**config.mk**
```make
export PLATFORM = sky130hd
export DESIGN_NAME = gpsreceiver2_tx
export DESIGN_NICKNAME = d
export VERILOG_FILES = /design/src/rtl/gpsreceiver2_tx.sv
export SDC_FILE = /design/constraint.sdc
export NUM_CORES = 1
export LEC_CHECK = 0
export CORE_MARGIN = 5
export CORE_UTILIZATION = 49
export CTS_CLUSTER_DIAMETER = 60
export CTS_CLUSTER_SIZE = 12
export DETAILED_ROUTE_END_ITERATION = 8
export PLACE_DENSITY = 0.74
export SLEW_MARGIN = 5
export SYNTH_ARGS = -nofsm -noshare
export SYNTH_HDL_FRONTEND = slang
export SYNTH_SLANG_ARGS = --single-unit
```
**constraint.sdc**
```tcl
create_clock -name sys_clk -period 7.2 [get_ports sys_clk]
set_input_delay 1.44 -clock sys_clk [delete_from_list [all_inputs] [get_ports sys_clk]]
set_output_delay 1.44 -clock sys_clk [all_outputs]
set_load 0.02 [all_outputs]
```
**src/rtl/gpsreceiver2_tx.sv**
```systemverilog
// Plays buffer bytes out as an SE4162T-style serial stream (lo nibble first, LSB first), first tx-clock rise clk_div+3 cycles after start.
// No backpressure: the buffer is read with fixed one-cycle latency, and the next byte is prefetched during bit 7.
module gpsreceiver2_tx #(
    parameter int ADR_WIDTH = 11
) (
    input  logic                 sys_clk,
    input  logic                 sys_rst,
    input  logic                 start,
    input  logic                 stop,
    input  logic                 loop,
    input  logic [ADR_WIDTH-1:0] length,
    input  logic [7:0]           clk_div,
    output logic [ADR_WIDTH-1:0] txb_adr,
    input  logic [7:0]           txb_dat,
    output logic                 gps_tx_clk,
    output logic                 gps_tx_data,
    output logic                 gps_tx_sync,
    output logic                 busy,
    output logic                 done
);

    typedef enum logic [1:0] {IDLE, FETCH, SHIFT, DONE} state_t;

    localparam logic [ADR_WIDTH-1:0] ADR_ONE = {{(ADR_WIDTH-1){1'b0}}, 1'b1};

    state_t               state;
    logic [ADR_WIDTH-1:0] len_q;
    logic [7:0]           div_q;
    logic [7:0]           div_cnt;
    logic [7:0]           byte_q;
    logic [2:0]           bit_cnt;
    logic [2:0]           nxt_bit;
    logic                 fwait;
    logic                 stop_pend;
    logic                 last_end;

    assign nxt_bit = bit_cnt + 3'd1;

    always_ff @(posedge sys_clk) begin
        if (sys_rst) begin
            state       <= IDLE;
            len_q       <= '0;
            div_q       <= '0;
            div_cnt     <= '0;
            byte_q      <= '0;
            bit_cnt     <= '0;
            fwait       <= 1'b0;
            stop_pend   <= 1'b0;
            last_end    <= 1'b0;
            txb_adr     <= '0;
            gps_tx_clk  <= 1'b0;
            gps_tx_data <= 1'b0;
            gps_tx_sync <= 1'b0;
            busy        <= 1'b0;
            done        <= 1'b0;
        end else begin
            done <= 1'b0;
            case (state)
                IDLE: begin
                    if (start) begin
                        len_q     <= length;
                        div_q     <= clk_div;
                        txb_adr   <= '0;
                        stop_pend <= 1'b0;
                        fwait     <= 1'b0;
                        last_end  <= 1'b0;
                        if (length == '0) begin
                            state <= DONE;
                            done  <= 1'b1;
                        end else begin
                            state <= FETCH;
                            busy  <= 1'b1;
                        end
                    end
                end
                FETCH: begin
                    if (stop) stop_pend <= 1'b1;
                    // txb_dat only reflects address 0 on the second cycle here
                    if (!fwait) begin
                        fwait <= 1'b1;
                    end else begin
                        state       <= SHIFT;
                        byte_q      <= txb_dat;
                        gps_tx_clk  <= 1'b0;
                        gps_tx_data <= txb_dat[0];
                        gps_tx_sync <= 1'b1;
                        bit_cnt     <= '0;
                        div_cnt     <= '0;
                    end
                end
                SHIFT: begin
                    if (stop) stop_pend <= 1'b1;
                    if (div_cnt != div_q) begin
                        div_cnt <= div_cnt + 8'd1;
                    end else begin
                        div_cnt <= '0;
                        if (!gps_tx_clk) begin
                            gps_tx_clk <= 1'b1;
                        end else if (bit_cnt == 3'd7) begin
                            gps_tx_clk <= 1'b0;
                            if (last_end || stop_pend || stop) begin
                                state       <= DONE;
                                done        <= 1'b1;
                                busy        <= 1'b0;
                                gps_tx_data <= 1'b0;
                                gps_tx_sync <= 1'b0;
                                stop_pend   <= 1'b0;
                            end else begin
                                byte_q      <= txb_dat;
                                gps_tx_data <= txb_dat[0];
                                gps_tx_sync <= 1'b1;
                                bit_cnt     <= '0;
                            end
                        end else begin
                            gps_tx_clk  <= 1'b0;
                            bit_cnt     <= nxt_bit;
                            gps_tx_data <= byte_q[nxt_bit];
                            gps_tx_sync <= (nxt_bit == 3'd4);
                            // Prefetch next byte so it is ready at the end of bit 7
                            if (nxt_bit == 3'd7) begin
                                if (txb_adr == len_q - ADR_ONE) begin
                                    last_end <= !loop;
                                    if (loop) txb_adr <= '0;
                                end else begin
                                    txb_adr  <= txb_adr + ADR_ONE;
                                    last_end <= 1'b0;
                                end
                            end
                        end
                    end
                end
                DONE: begin
                    state <= IDLE;
                end
                default: begin
                    state <= IDLE;
                end
            endcase
        end
    end

endmodule

```
==> results.md, run 1 <==
- Setup Fix Bufs, Post-CTS: 0
- Most common cell in the netlist: dfxtp_1
- EDFF count, synth: 0
- Multi-input logic area: around 0.0019 mm²
- CTS Root Cell: clkbuf_8
- IO Count: 48
- #FFs+latches synth: 59
- Fill cell count: 564
- Antenna Violating Nets Remaining: 0
- Dominant cell type by area after synthesis: dfxtp_1
- Die width: roughly 90 µm
- Synthesis-to-finish area growth: 22.7%
- TritonCTS Buffers: 9
- Worst-Margin Slew: roughly 0.88 ns
- Status: completed
- Max Freq: roughly 310 MHz
- Top cells by count, synth: 59 x dfxtp_1, 55 x nand2_1, 33 x a21oi_1, 32 x nor2_1, 15 x xor2_1
- Total Wirelength: slightly above 7000 µm
- Share of the synthesized area in the top cell type: between 30% and 40%
- Critical Path AT: 3.42 ns
- Antenna violations before repair: 0
- Most frequent CP cell: mux2i_1
- Final cycle utilization of the critical path: 44.5%
- Design Power: between 1 and 1.5 mW
- Die area: about 0.0081 mm²
- Post-Syn Nets: about 420
- Sequential-to-total area share from yosys stat: ~37%
- Core area: 0.00631 mm²
- Dpl hpwl: just over 5000 µm
- Max transition margin: 41.1%
- Post-placement setup slack: around 3.7 ns
- DRC viols: 0
- Critical Path Fanout Max: 18
- Mapped Area: roughly 0.0032 mm²
- Final Max Tran Viols: 0
- Placed Cells: between 400 and 500
- Max cap viols: 0
- Longest Clk Path Bufs: 2
- Layout cells sized above 1: around 5.6%
- Peak VDD IR: just over 0.2 mV
- Main synth FF type: dfxtp_1
- Adder-cell area share of the yosys netlist: 3.97%
- Worst hold path type: reg -> reg
- Critical path's slowest cell: nor2b_1
- Initial DRC count: 177
- Initial core utilization: between 40% and 50%
- Crit path required time: 7.42 ns
- Syn_area_per_cell: roughly 8.4 µm²
- Cell Count, Final, Fillers Out: 502
- Vias in the first global route: between 2,000 and 3,000
- Setup_tns: 0 ns
- Vias: 2,729
- CTS Sinks: 59
- Clk slew on worst S/H paths: about 0.07 ns
- Number of I/O port buffers: 47
- Post-synthesis simple-gate area fraction: about a quarter
- Synth Instances: about 380
- GR Overflow Total: 0
- Setup violators final: 0
- Clock period minus worst slack: approximately 3.2 ns
- Gr usage total: between 10% and 20%
- RSZ-0062 raised after global routing: no
- Clk_lat worst skew: around 0.34 ns
- Largest family of logic cells by synthesized area: simple AND/OR/NAND/NOR gates
- Pleak: about 1.5 nW
- Final nets: ~460
- Clk_skew: 0.00810 ns
- Synth warn: 0
- CP peak stage delay: just under 0.8 ns
- Post-Synth XOR/XNOR Area: ~8.8%
- Yosys cell types: 48
- H-tree depth: 3
- Routed vias/inst: 5.44
- Register area: about 0.0012 mm²
- Post-synthesis compound-gate area fraction: between 10% and 20%
- First-pass GRT wire length: 12,300 µm
- Critical path capture point type: register
- Startpoint types: register
- Setup CP Type: reg -> reg
- Ant diodes: 0
- DRT Pass-1 Iters: 4
- Top cells by area, synth: dfxtp_1 37%, nand2_1 6.5%, a21oi_1 5.2%
- CTS-repair resized insts: 0
- Die Y: ~90 µm
- Asr flop ratio synth: 0%
- Hold Violations, Final: 0
- Avg WL per Cell: roughly 14 µm
- Crit path cell chain: inv_1 -> ha_1 -> mux2i_1 -> a21oi_1 -> nor2b_1 -> mux2i_1 -> nor2_1
- Mux cell area share after synthesis: ~5%
- TritonCTS clock tree: done
- GPL Wtd Cong: 0.815
- Pin count of the biggest net entering global routing: 43
- WHS: about 0.47 ns
- Cts-stage hold buffer count: 0
- Final worst slack: 4.00 ns
- Pwr dens: 281 mW/mm²
- Site Rows: 29
[cell families after synthesis]
family          count (synthesis)
flops                          59
simple gates                  155
buf+inv                        29
mux                            13
fa+ha+maj                      10
compound gates                 81
xor+xnor                       30
[worst max-delay path: cells and delay by family, from the launching register on]
kind | cells | cell delay [ns]
AND/OR/NAND/NOR | 2 | 0.84
AO/OA/AOI/OAI | 1 | 0.64
multiplexers | 2 | 0.63
adder cells (fa/ha/maj) | 1 | 0.55
flip-flops | 1 | 0.31
buffers and inverters | 1 | 0.11
[cell type report]
class	count	share of cell area (%)
clock buffers	10	3.56
clock inverters	6	1.68
inverters	13	1.26
multi-input cells	289	48.1
flip-flops and latches	59	30.5
well taps	77	2.49
repair buffers	48	12.4
[per-stage QoR]
step / instance area [µm²] / util, %
after detailed placement: 3660 / 58.0
after global routing: 3870 / 61.3
after floorplan: 3150 / -
final: 3870 / 61.3
after CTS: 3870 / 61.3
after global placement: 3660 / 58.0
[state kept, by name (all words and copies together), names as in the netlist, 2 cells and up]
register and count:
bit_cnt 3, state 2, txb_adr 11, div_cnt 8
div_q 8, len_q 11, byte_q 8
[per-layer routing]
layer / GRT usage (%) / part of all wire, %
met3: 4.17 / 4.3
met4: 7.32 / 1.9
met5: 0 / 0
met1: 23.3 / 49
met2: 28.7 / 45
[worst paths after layout]
kind                              start                      to  slack, ns  cells after the start
hold reg to reg   div_q[2]$_SDFFE_PP0P_   div_q[2]$_SDFFE_PP0P_       0.47                      2
hold / removal    div_q[2]$_SDFFE_PP0P_   div_q[2]$_SDFFE_PP0P_       0.47                      2
setup / recovery  state[0]$_SDFFE_PP0P_  byte_q[0]$_SDFFE_PP0P_       4.00                      7
setup reg to reg  state[0]$_SDFFE_PP0P_  byte_q[0]$_SDFFE_PP0P_       4.00                      7
[power breakdown]
group / internal, mW / switching [mW]
clock: 0.168 / 0.138
combinational: 0.163 / 0.208
sequential: 0.370 / 0.0389
[placed cells by master (no fill, tap or decap), types with 7 or more instances in the layout]
cell | Yosys | final
nor2b_1 | 9 | 9
mux2i_1 | 11 | 11
a21oi_1 | 33 | 33
clkdlybuf4s50_1 | 0 | 47
a211oi_1 | 8 | 8
nand3_1 | 10 | 10
nor2_1 | 32 | 32
nand2_1 | 55 | 55
nor4_1 | 7 | 7
a21o_1 | 7 | 7
ha_1 | 10 | 10
xnor2_1 | 14 | 14
xor2_1 | 15 | 15
dfxtp_1 | 59 | 59
clkbuf_8 | 0 | 10
inv_1 | 13 | 13
nand2b_1 | 8 | 8
Note: power is estimated with default switching activity, not from simulation.
==> run 2: changes to the inputs <==
PLACE_DENSITY = 0.76   (was 0.74)
clock period = 2.8 ns   (was 7.2 ns; I/O delays follow)
==> results.md, run 2 (synthesis results as in run 1) <==
- Final instance area: 0.00402 mm² (was 0.00387 mm²)
- Peak VDD IR: 0.458 mV (was 0.208 mV)
- Final cycle utilization of the critical path: 95.4% (was 44.5%)
- Reg2Reg Depth: 7 (unchanged)
- Status: completed (unchanged)
- Commonest non-fill, non-tap cells in the layout: 57 x dfxtp_1, 55 x nand2_1, 47 x clkdlybuf4s50_1 (was 59 x dfxtp_1, 55 x nand2_1, 47 x clkdlybuf4s50_1)
- Pin count of the biggest net entering global routing: 26 (was 43)
- CP endpoint: txb_adr[0]$_SDFFE_PP0P_ (was byte_q[0]$_SDFFE_PP0P_)
- WHS: 0.468 ns (was 0.471 ns)
- Worst hold path type: reg -> reg (unchanged)
- First-pass GRT wire length: 12,900 µm (was 12,300 µm)
- Vias: 2,898 (was 2,729)
- Cts-stage hold buffer count: 0 (unchanged)
- Initial core utilization: 49.9% (unchanged)
- Commonest non-fill, non-tap cell in the layout: dfxtp_1 (unchanged)
- Max cap viols: 0 (unchanged)
- Clock period minus worst slack: 2.67 ns (was 3.20 ns)
- GR Overflow Total: 0 (unchanged)
- Synthesis-to-finish area growth: 27.4% (was 22.7%)
- Die area: 0.00814 mm² (unchanged)
- DRC viols: 0 (unchanged)
- Total Wirelength: 7530 µm (was 7080 µm)
- Ant diodes: 0 (unchanged)
- GPL Wtd Cong: 0.850 (was 0.815)
- RR Startpoint: len_q[2]$_SDFFE_PP0P_ (was state[0]$_SDFFE_PP0P_)
- TritonCTS clock tree: done (unchanged)
- Antenna violations before repair: 0 (unchanged)
- Final nets: 476 (was 462)
- TritonCTS Buffers: 9 (unchanged)
- Dpl cell area: 0.00376 mm² (was 0.00366 mm²)
- Layout cells sized above 1: 9.79% (was 5.65%)
- IO Count: 48 (unchanged)
- Antenna Violating Nets Remaining: 0 (unchanged)
- Setup_tns: 0 ns (unchanged)
- Dpl hpwl: 5430 µm (was 5120 µm)
- Clk slew on worst S/H paths: 0.07 ns (about the same)
- Avg WL per Cell: 14.6 µm (was 14.1 µm)
- Initial DRC count: 111 (was 177)
- Critical path capture point type: register (unchanged)
- Critical Path AT: 2.94 ns (was 3.42 ns)
- Site Rows: 29 (unchanged)
- CTS Root Cell: clkbuf_8 (unchanged)
- Die width: 90.2 µm (unchanged)
- RSZ-0062 raised after global routing: no (unchanged)
- Setup violators final: 0 (unchanged)
- Top Registers: len_q: 11 flops, txb_adr: 11 flops (unchanged)
- Post-placement setup slack: 0.134 ns (was 3.72 ns)
- Crit path required time: 3.07 ns (was 7.42 ns)
- Pwr dens: 745 mW/mm² (was 281 mW/mm²)
- Critical Path Fanout Max: 8 (was 18)
- Clk_skew: 0.00616 ns (was 0.00810 ns)
- Register area: 0.00118 mm² (about the same)
- Max Freq: 374 MHz (was 312 MHz)
- Fill cell count: 558 (was 564)
- Vias in the first global route: 2,848 (was 2,712)
- Pleak: 1.59 nW (was 1.49 nW)
- H-tree depth: 3 (unchanged)
- Worst-Margin Slew: 0.631 ns (was 0.882 ns)
- Die Y: 90.2 µm (unchanged)
- Number of I/O port buffers: 47 (unchanged)
- Longest Clk Path Bufs: 2 (unchanged)
- Final worst slack: 0.127 ns (was 4.00 ns)
- Core area: 0.00631 mm² (unchanged)
- Startpoint types: register (unchanged)
- Worst Setup SP: len_q[2]$_SDFFE_PP0P_ (was state[0]$_SDFFE_PP0P_)
- CTS Sinks: 59 (unchanged)
- Reg2reg setup slack: 0.13 ns (was 4.00 ns)
- Final Max Tran Viols: 0 (unchanged)
- Routed vias/inst: 5.62 (was 5.44)
- DRT Pass-1 Iters: 5 (was 4)
- Multi-input logic area: 0.00188 mm² (was 0.00186 mm²)
- Setup CP Type: reg -> reg (unchanged)
- Hold Violations, Final: 0 (unchanged)
- R2r endpoint: txb_adr[0]$_SDFFE_PP0P_ (was byte_q[0]$_SDFFE_PP0P_)
- Clk_lat worst skew: 0.33 ns (was 0.34 ns)
- Gr usage total: 18.9% (was 18.0%)
- Max transition margin: 56.7% (was 41.1%)
run 2: timing repair:
action | CTS | global route
setup buffers | 0 | 1
resized for setup | 0 | 6
endpoints found under the setup margin | 0 | 12
run 2: power breakdown:
part,internal [mW],switching [mW]
registers,0.953,0.0994
clock network,0.545,0.333
logic,0.484,0.579
total,1.98,1.01
run 2: worst min-delay path by stage:
stage                                     start                     to  slack, ns  cells past startpoint
final                     div_q[7]$_SDFFE_PP0P_  div_q[7]$_SDFFE_PP0P_       0.47                      2
after global routing      div_q[0]$_SDFFE_PP0P_  div_q[0]$_SDFFE_PP0P_       0.50                      2
after CTS                 div_q[7]$_SDFFE_PP0P_  div_q[7]$_SDFFE_PP0P_       0.47                      2
after detailed placement  div_q[7]$_SDFFE_PP0P_  div_q[7]$_SDFFE_PP0P_       0.46                      2
after global placement    div_q[7]$_SDFFE_PP0P_  div_q[7]$_SDFFE_PP0P_       0.46                      2
after floorplan           div_q[0]$_SDFFE_PP0P_  div_q[0]$_SDFFE_PP0P_       0.45                      2
run 2: area by class of cell:
| type | count | share of cell area (%) |
|---|---|---|
| timing repair buffer | 62 | 14.5 |
| clock buffer | 11 | 3.77 |
| inverter | 13 | 1.21 |
| multi-input combinational | 289 | 46.8 |
| clock inverter | 5 | 1.87 |
| tap | 77 | 2.40 |
| sequential | 59 | 29.5 |
run 2: metrics by stage:
| step | util, % | instances | power, mW |
|---|---|---|---|
| finish | 63.6 | 516 | 2.99 |
| global route | 63.6 | 516 | 3.19 |
| global placement | 59.6 | 499 | 2.08 |
| CTS | 63.2 | 515 | 2.99 |
| floorplan | - | 377 | 1.79 |
| detailed placement | 59.6 | 499 | 2.10 |
run 2: worst max-delay path, stage by stage (launching register included):
cell	delay, ns
dfxtp_2	0.35
or4_4	0.56
or3_4	0.40
o211a_1	0.21
o21ba_1	0.22
or3_4	0.38
or3_1	0.34
a31oi_1	0.15
run 2: layer usage:
metal,vias up,track usage [%],part of all wire [%]
li1,1434,-,-
met1,1376,22.6,44
met2,77,32.0,49
met3,11,5.76,5.8
met4,0,6.45,1.5
met5,-,0,0
